[src/rtl/wb_burst_master.sv]
// Wishbone B4 pipelined burst initiator: one command at a time, sequential
// single-word beats, bounded outstanding count, OK / bus-error / timeout status.
module wb_burst_master #(
  parameter int unsigned AW        = 32,
  parameter int unsigned DW        = 32,
  parameter int unsigned LEN_W     = 8,
  parameter int unsigned MAX_OUTST = 4,
  parameter int unsigned TIMEOUT   = 255
) (
  input  logic            clk,
  input  logic            rst_n,
  input  logic            cmd_valid,
  output logic            cmd_ready,
  input  logic            cmd_we,
  input  logic [AW-1:0]   cmd_addr,
  input  logic [LEN_W-1:0] cmd_len,
  input  logic [DW-1:0]   wdata,
  input  logic            wdata_valid,
  output logic            wdata_ready,
  output logic [DW-1:0]   rdata,
  output logic            rdata_valid,
  output logic            done,
  output logic [1:0]      status,
  output logic            wb_cyc_o,
  output logic            wb_stb_o,
  output logic            wb_we_o,
  output logic [AW-1:0]   wb_adr_o,
  output logic [DW-1:0]   wb_dat_o,
  output logic [DW/8-1:0] wb_sel_o,
  input  logic [DW-1:0]   wb_dat_i,
  input  logic            wb_ack_i,
  input  logic            wb_err_i,
  input  logic            wb_stall_i
);
  localparam int unsigned SW = DW / 8;
  localparam int unsigned CW = LEN_W + 1;
  localparam int unsigned OW = $clog2(MAX_OUTST + 2);
  localparam int unsigned TW = (TIMEOUT > 1) ? $clog2(TIMEOUT) : 1;

  typedef enum logic [1:0] {S_IDLE, S_ACTIVE, S_FINISH} state_t;

  state_t           state;
  logic             we_q;
  logic [LEN_W-1:0] len_q;
  logic [AW-1:0]    next_adr;
  logic [CW-1:0]    issued, acked, beats;
  logic [OW-1:0]    outst, outst_next;
  logic [TW-1:0]    tmo;
  logic active, pending, accepted, slot_open;
  logic ack_hit, err_hit, tmo_hit, abort, last_ack, can_issue;

  assign wb_sel_o = '1;

  always_comb begin
    active     = (state == S_ACTIVE);
    pending    = (outst != '0);
    accepted   = wb_stb_o & ~wb_stall_i;
    slot_open  = ~wb_stb_o | ~wb_stall_i;
    err_hit    = active & pending & wb_err_i;
    ack_hit    = active & pending & wb_ack_i & ~wb_err_i;
    // an ack in the final allowed cycle still counts as in time
    tmo_hit    = active & pending & ~ack_hit & (tmo == TW'(TIMEOUT - 1));
    abort      = err_hit | tmo_hit;
    beats      = CW'(len_q) + CW'(1);
    last_ack   = ack_hit & (acked == CW'(len_q));
    // a beat loaded now is accepted no earlier than next edge, so budget against
    // the count as it will stand after this edge
    outst_next = outst + OW'(accepted) - OW'(ack_hit);
    can_issue  = active & ~abort & slot_open & (issued < beats) &
                 (outst_next < OW'(MAX_OUTST)) & (~we_q | wdata_valid);
    wdata_ready = can_issue & we_q;
  end

  always_ff @(posedge clk or negedge rst_n) begin
    if (!rst_n) begin
      state       <= S_IDLE;
      cmd_ready   <= 1'b1;
      we_q        <= 1'b0;
      len_q       <= '0;
      next_adr    <= '0;
      issued      <= '0;
      acked       <= '0;
      outst       <= '0;
      tmo         <= '0;
      rdata       <= '0;
      rdata_valid <= 1'b0;
      done        <= 1'b0;
      status      <= '0;
      wb_cyc_o    <= 1'b0;
      wb_stb_o    <= 1'b0;
      wb_we_o     <= 1'b0;
      wb_adr_o    <= '0;
      wb_dat_o    <= '0;
    end else begin
      done        <= 1'b0;
      rdata_valid <= 1'b0;
      case (state)
        S_IDLE: begin
          if (cmd_valid && cmd_ready) begin
            state     <= S_ACTIVE;
            cmd_ready <= 1'b0;
            we_q      <= cmd_we;
            len_q     <= cmd_len;
            next_adr  <= cmd_addr;
            issued    <= '0;
            acked     <= '0;
            outst     <= '0;
            tmo       <= '0;
            wb_cyc_o  <= 1'b1;
            wb_we_o   <= cmd_we;
          end
        end
        S_ACTIVE: begin
          if (abort || last_ack) begin
            state    <= S_FINISH;
            wb_cyc_o <= 1'b0;
            wb_stb_o <= 1'b0;
            wb_we_o  <= 1'b0;
            outst    <= '0;
            done     <= 1'b1;
            status   <= err_hit ? 2'b01 : (tmo_hit ? 2'b10 : 2'b00);
            if (last_ack && !we_q) begin
              rdata       <= wb_dat_i;
              rdata_valid <= 1'b1;
            end
          end else begin
            outst <= outst_next;
            if (ack_hit) begin
              acked <= acked + CW'(1);
              tmo   <= '0;
              if (!we_q) begin
                rdata       <= wb_dat_i;
                rdata_valid <= 1'b1;
              end
            end else if (pending) begin
              tmo <= tmo + TW'(1);
            end
            if (can_issue) begin
              wb_stb_o <= 1'b1;
              wb_adr_o <= next_adr;
              next_adr <= next_adr + AW'(SW);
              issued   <= issued + CW'(1);
              if (we_q) wb_dat_o <= wdata;
            end else if (slot_open) begin
              wb_stb_o <= 1'b0;
            end
          end
        end
        S_FINISH: begin
          state     <= S_IDLE;
          cmd_ready <= 1'b1;
        end
        default: state <= S_IDLE;
      endcase
    end
  end
endmodule

[config.mk]
export PLATFORM = sky130hd
export DESIGN_NAME = wb_burst_master
export DESIGN_NICKNAME = d
export VERILOG_FILES = /design/src/rtl/wb_burst_master.sv
export SDC_FILE = /design/constraint.sdc
export NUM_CORES = 1
export LEC_CHECK = 0
export CORE_MARGIN = 8
export CORE_UTILIZATION = 35
export DETAILED_ROUTE_END_ITERATION = 16
export DONT_BUFFER_PORTS = 1
export SLEW_MARGIN = 20
export SYNTH_ARGS = -nofsm -noshare
export SYNTH_HDL_FRONTEND = slang
export SYNTH_SLANG_ARGS = --single-unit
[constraint.sdc]
create_clock -name clk -period 3 [get_ports clk]
set_input_delay 0.3 -clock clk [delete_from_list [all_inputs] [get_ports clk]]
set_output_delay 0.3 -clock clk [all_outputs]
set_load 0.05 [all_outputs]
==> After elaboration in Yosys (flattened, before gate mapping) <==
Index checks and enable logic that the tools add are counted.
{ "classes": {"bitwise": 24, "n_lt_le_gt_ge": 2, "n_addsub": 7, "eq_ne": 12, "mux": 45, "reduce_logical": 23} }
{ "ops": {"columns": ["operator", "n"], "rows": [
  ["two-way mux 32 bit", 7],
  ["case mux 32 bit (2 select lines)", 1],
  ["two-way mux 9 bit", 5],
  ["case mux 9 bit (2 select lines)", 2],
  ["adder 32 x 3 -> 32 bit, second input constant", 1],
  ["two-way mux 8 bit", 4],
  ["AND reduction 4 bit", 5],
  ["adder 9 x 1 -> 9 bit, second input constant", 2],
  ["case mux 8 bit (2 select lines)", 1],
  ["AND 1 bit", 14],
  ["two-way mux 1 bit", 14],
  ["AND reduction 2 bit", 6],
  ["inequality test 2 x 1 -> 1 bit, second input constant", 5],
  ["adder 8 x 1 -> 9 bit, second input constant", 1],
  ["equality test 9 x 8 -> 1 bit", 1],
  ["less-than comparator 9 bit", 1],
  ["adder 8 x 1 -> 8 bit, second input constant", 1],
  ["equality test 8 bit, second input constant", 1],
  ["two-way mux 2 bit", 4],
  ["inverter 1 bit", 7],
  ["two-way mux 3 bit", 2],
  ["case mux 1 bit (2 select lines)", 3],
  ["case mux 3 bit (2 select lines)", 1],
  ["AND reduction 3 bit", 2],
  ["15 further kinds", 22]
]} }
{ "totals": {"input_bits": 112, "out_inout_bits": 109, "reg_bits": 176, "elab_cells": 131} }

==> Depth between registers and ports, before layout <==
{ "depth": {"depth_word": 17, "mapped_depth": 17, "ltp_nobuf": 14} }

==> Worst setup path before layout <==
Ideal clock, no wire load.
{ "synth_timing": {"path_kind": "register to output", "startpoint": "register outst[0]", "endpoint": "output wdata_ready", "stages_incl_launch_ff": 14, "t_arrival_ns": 3.485, "setup_slack_ns": -0.785, "n_path_buf": 0, "required_ns": 2.700, "path_cell_list": "dfrtp_1 nor3_1 nor3_2 nand2_2 inv_2 ha_1 inv_1 ha_1 fa_1 xor2_1 or2_2 and4_1 nand2_1 nor3b_1"} }
{ "synth_via": {"elab_chain_cells": 15, "elab_cells_between_ends": 19, "classes_between": "2 x add/sub; 1 x order compare; 15 x bitwise; 1 x reduce/logical"} }
{ "synth_lines": {"columns": ["item", "line_no", "rtl"], "rows": [
  ["start: declaration", "47", "logic [OW-1:0] outst, outst_next;"],
  ["start signal: assignment", "127", "outst <= outst_next;"],
  ["parallel branches: the longest is 12 deep, another holds subtractor 3 x 1 -> 3 bit", null, null],
  ["AND 1 bit *", "69", "can_issue = active & ~abort & slot_open & (issued < beats) &"],
  ["AND 1 bit *", "70", "(outst_next < OW'(MAX_OUTST)) & (~we_q | wdata_valid);"],
  ["AND 1 bit *", "71", "wdata_ready = can_issue & we_q;"],
  ["end: declaration", "19", "output logic wdata_ready,"]
]} }
Every way passes the cells marked *.

==> Worst setup path in the final report <==
Same ends and word-level chain as after synthesis.

==> impl_metrics.csv <==
group,metric,value,unit
final_layout,fin_nets,1037,
global_route,grt_start_max_net_pins,177,
route,vias,6532,
clocking,path_clk_slew,70,ps
timing,setup_violations,105,
placed_design,globalplace.congestion,0.796,
clocking,cts.sinks,176,
hold_path,hold_path_class,"in2async",
job,drv_cap,0,
timing,fin_crit_sh,118,%
final_layout,finalInstanceArea,11000,sq um
floorplan,ioPinCount,221,
synth,syn_inst,806,
outcome,status,"complete, but fails checks",
timing,slew_headroom,43.0,%
timing,setup_ws,-546,ps
floorplan,die_x,170,um
placed_design,portBuffers,0,
timing,finalClockSkew,10.9,ps
synth,ys_ff_latch,176,
power,cellPowerDensity,1230,nW/um^2
global_route,grt_antenna_before_repair,2,
worst_setup_path,endpoint_kind,"primary output",
route,drt_iter0_drc,445,
synth,synth-async-reset-ratio,100,%
floorplan,dieHeight,170,um
route,firstDrtPassIters,4,
synth,synth-edff-count,0,
floorplan,initial_core_util,35.4,%
route,routed_via_density,5.26,
global_route,grt.total_usage,16.5,%
power,p_leak,4.92,nW
synth,ys_types,62,
timing,min_period,3550,ps
final_layout,synthToLayoutAreaGrowth,33.1,%
floorplan,core,23300,sq um
worst_setup_path,cp.required,2700,ps
clocking,cts_buffer_depth,2,
timing,report.final.slew_viol_count,0,
clocking,root_buffer,"clkbuf_16",
timing,fmax,0.282,GHz
floorplan,fp-row-count,56,
timing,hold_slack,-431,ps
synth,synth_warnings,0,
timing,finalHoldViolCount,176,
timing,rsz0062_at_grt,"yes",
worst_setup_path,worst_ep_arrival_time,3250,ps
worst_setup_path,cp_max_fo,2,
clocking,cts_made_buffers,17,
global_route,grt_overflow,0,
outcome,violations,"negative hold slack, negative setup slack",
synth,netlist_area,8270,sq um
worst_setup_path,worstSetupPathType,"reg2out",
clocking,cts_tree,"yes",
synth,syn_area_per_cell,10.3,sq um
route,drc,0,
floorplan,die-area,28800,sq um
timing,worstMarginPinSlew,854,ps
clocking,clk_latency,430,ps
route,wl_per_cell,19.1,um
synth,synth_ff_type,"dfrtp_1",
final_layout,drive_above_1_share,26.2,%
worst_setup_path,cp-start-kind,"flip-flop",
route,wirelength,23.7,mm
final_layout,n_fill_cell,2105,
route,ant_nets,0,
clocking,htree_levels,4,
global_route,grt_pass1_wl,37.7,mm
power,peakVddDrop,0.562,mV
synth,seq_area_frac_synth,53.3,%
global_route,grt_pass1_vias,6740,
placed_design,dpl_cell_area,8900,sq um
placed_design,dp_hpwl,14.9,mm
-- power by group --
part | total (mW) | switching (mW) | internal, mW
registers | 6.74 | 3.35 | 3.39
logic | 4.59 | 2.17 | 2.41
clock network | 2.23 | 0.997 | 1.23
total | 13.6 | 6.52 | 7.03
-- registers in the layout, summed over array words and instances (netlist names), 3 cells and up --
| signal | flops |
|---|---|
| wb_adr_o | 32 |
| issued | 9 |
| len_q | 8 |
| tmo | 8 |
| wb_dat_o | 32 |
| rdata | 32 |
| acked | 9 |
| outst | 3 |
| next_adr | 32 |
-- worst max-delay path: stages, from the launching register on --
cell and delay [ps]:
dfrtp_1 410, nor3_4 240, nor3_4 70, nand2_2 90, inv_2 50, ha_4 250
inv_2 40, ha_4 150, fa_2 350, xor2_2 180, or2_4 140, and4_4 230
nand2_4 60, buf_6 130, nor3b_4 240, buf_12 170
-- placed cells by master (no fill, tap or decap), types with 23 or more instances in the layout --
cell type / count
a21oi_1: 37
buf_4: 39
dfrtp_1: 175
dlygate4sd3_1: 61
mux2_2: 33
mux2_4: 31
nand2_1: 139
nand3_1: 33
nor2_1: 25
o21ai_0: 23
-- path summary, 6_finish.rpt --
kind / from / slack, ps / to / cells after the start
setup / recovery: outst[0] / -550 / wdata_ready / 15
hold / removal: rst_n / -430 / wb_adr_o[12] / 0
setup reg to reg: outst[0] / -520 / next_adr[11] / 19
hold reg to reg: next_adr[1] / 480 / wb_adr_o[1] / 2
max in group asynchronous: rst_n / 3010 / wb_dat_o[29] / 0
min in group clk: wb_err_i / 20 / status[0] / 1
-- final cells by class --
| class | instances | area, sq um | share of cell area (%) |
|---|---|---|---|
| clock buffers | 21 | 470 | 4.27 |
| repair buffers | 129 | 1430 | 13.0 |
| diodes | 2 | 5.00 | 0.0455 |
| multi-input cells | 562 | 4100 | 37.2 |
| well taps | 319 | 399 | 3.63 |
| flip-flops and latches | 176 | 4410 | 40.0 |
| clock inverters | 11 | 118 | 1.07 |
| inverters | 22 | 85.1 | 0.773 |
-- metrics by stage --
stage	util [%]	power (mW)	setup slack, ps	std cells	TNS, ps
CTS	46.6	13.5	-592	1233	-35050
finish	47.2	13.6	-546	1242	-43700
global placement	38.1	9.98	-208	1120	-11620
global route	47.2	14.3	-665	1242	-57870
floorplan	-	8.92	-161	809	-6430
detailed placement	38.1	10.1	-260	1120	-14990
-- synthesized netlist by cell type (all sizes together) (2+ instances only) --
library cell,instances,area [sq um]
dfrtp,175,4380
nand2,150,566
mux2,64,721
a21oi,54,270
nand3,36,180
o21ai,32,164
nor2,28,105
clkbuf,25,93.8
buf,24,134
inv,22,85.1
ha,16,200
a31oi,14,87.6
nor3,14,75.1
and3,13,81.3
xor2,13,114
nand4,11,75.1
o22a,11,96.3
o22ai,11,68.8
or3,10,62.6
and4,8,70.1
o2bb2a,8,80.1
a22oi,7,52.6
o211ai,7,52.6
a211o,6,52.6
nor4,5,46.3
o31ai,4,30.0
and2,3,21.3
nand2b,3,18.8
nor3b,3,22.5
or2,3,18.8
xnor2,3,26.3
a41oi,2,17.5
nor2b,2,12.5
or4,2,15.0
-- what timing repair did --
| item | in CTS | in global routing |
|---|---|---|
| hold buffers | 56 | 5 |
| endpoints found under the setup margin | 104 | 105 |
| cloned | 8 | 0 |
| buffers inserted | 17 | 7 |
| pin swaps | 37 | 32 |
| endpoints found under the hold margin | 232 | 181 |
| resized for setup | 123 | 29 |
-- cells by family (layout without fill, tap and decap cells) --
group	Yosys count	after routing	share of synthesized area, %
buffers and inverters	71	183	3.78
muxes	65	65	8.84
and+or+nand+nor	291	291	16.6
adders and majority gates	17	17	2.66
AOI/OAI and AO/OA	169	169	13.1
other	1	6	0.0454
xor gates and xnor gates	16	16	1.70
DFF	176	176	53.3
-- per-layer routing --
| layer | vias to the layer above | track usage, % | routed length, um | part of all wire (%) |
|---|---|---|---|---|
| met3 | 32 | 6.70 | 2370 | 10 |
| met5 | - | 0 | 0 | 0 |
| met2 | 234 | 26.3 | 11100 | 47 |
| met4 | 0 | 5.58 | 486 | 2.0 |
| met1 | 3191 | 20.0 | 9750 | 41 |
| li1 | 3075 | - | - | - |
(Power assumes the default switching activity.)
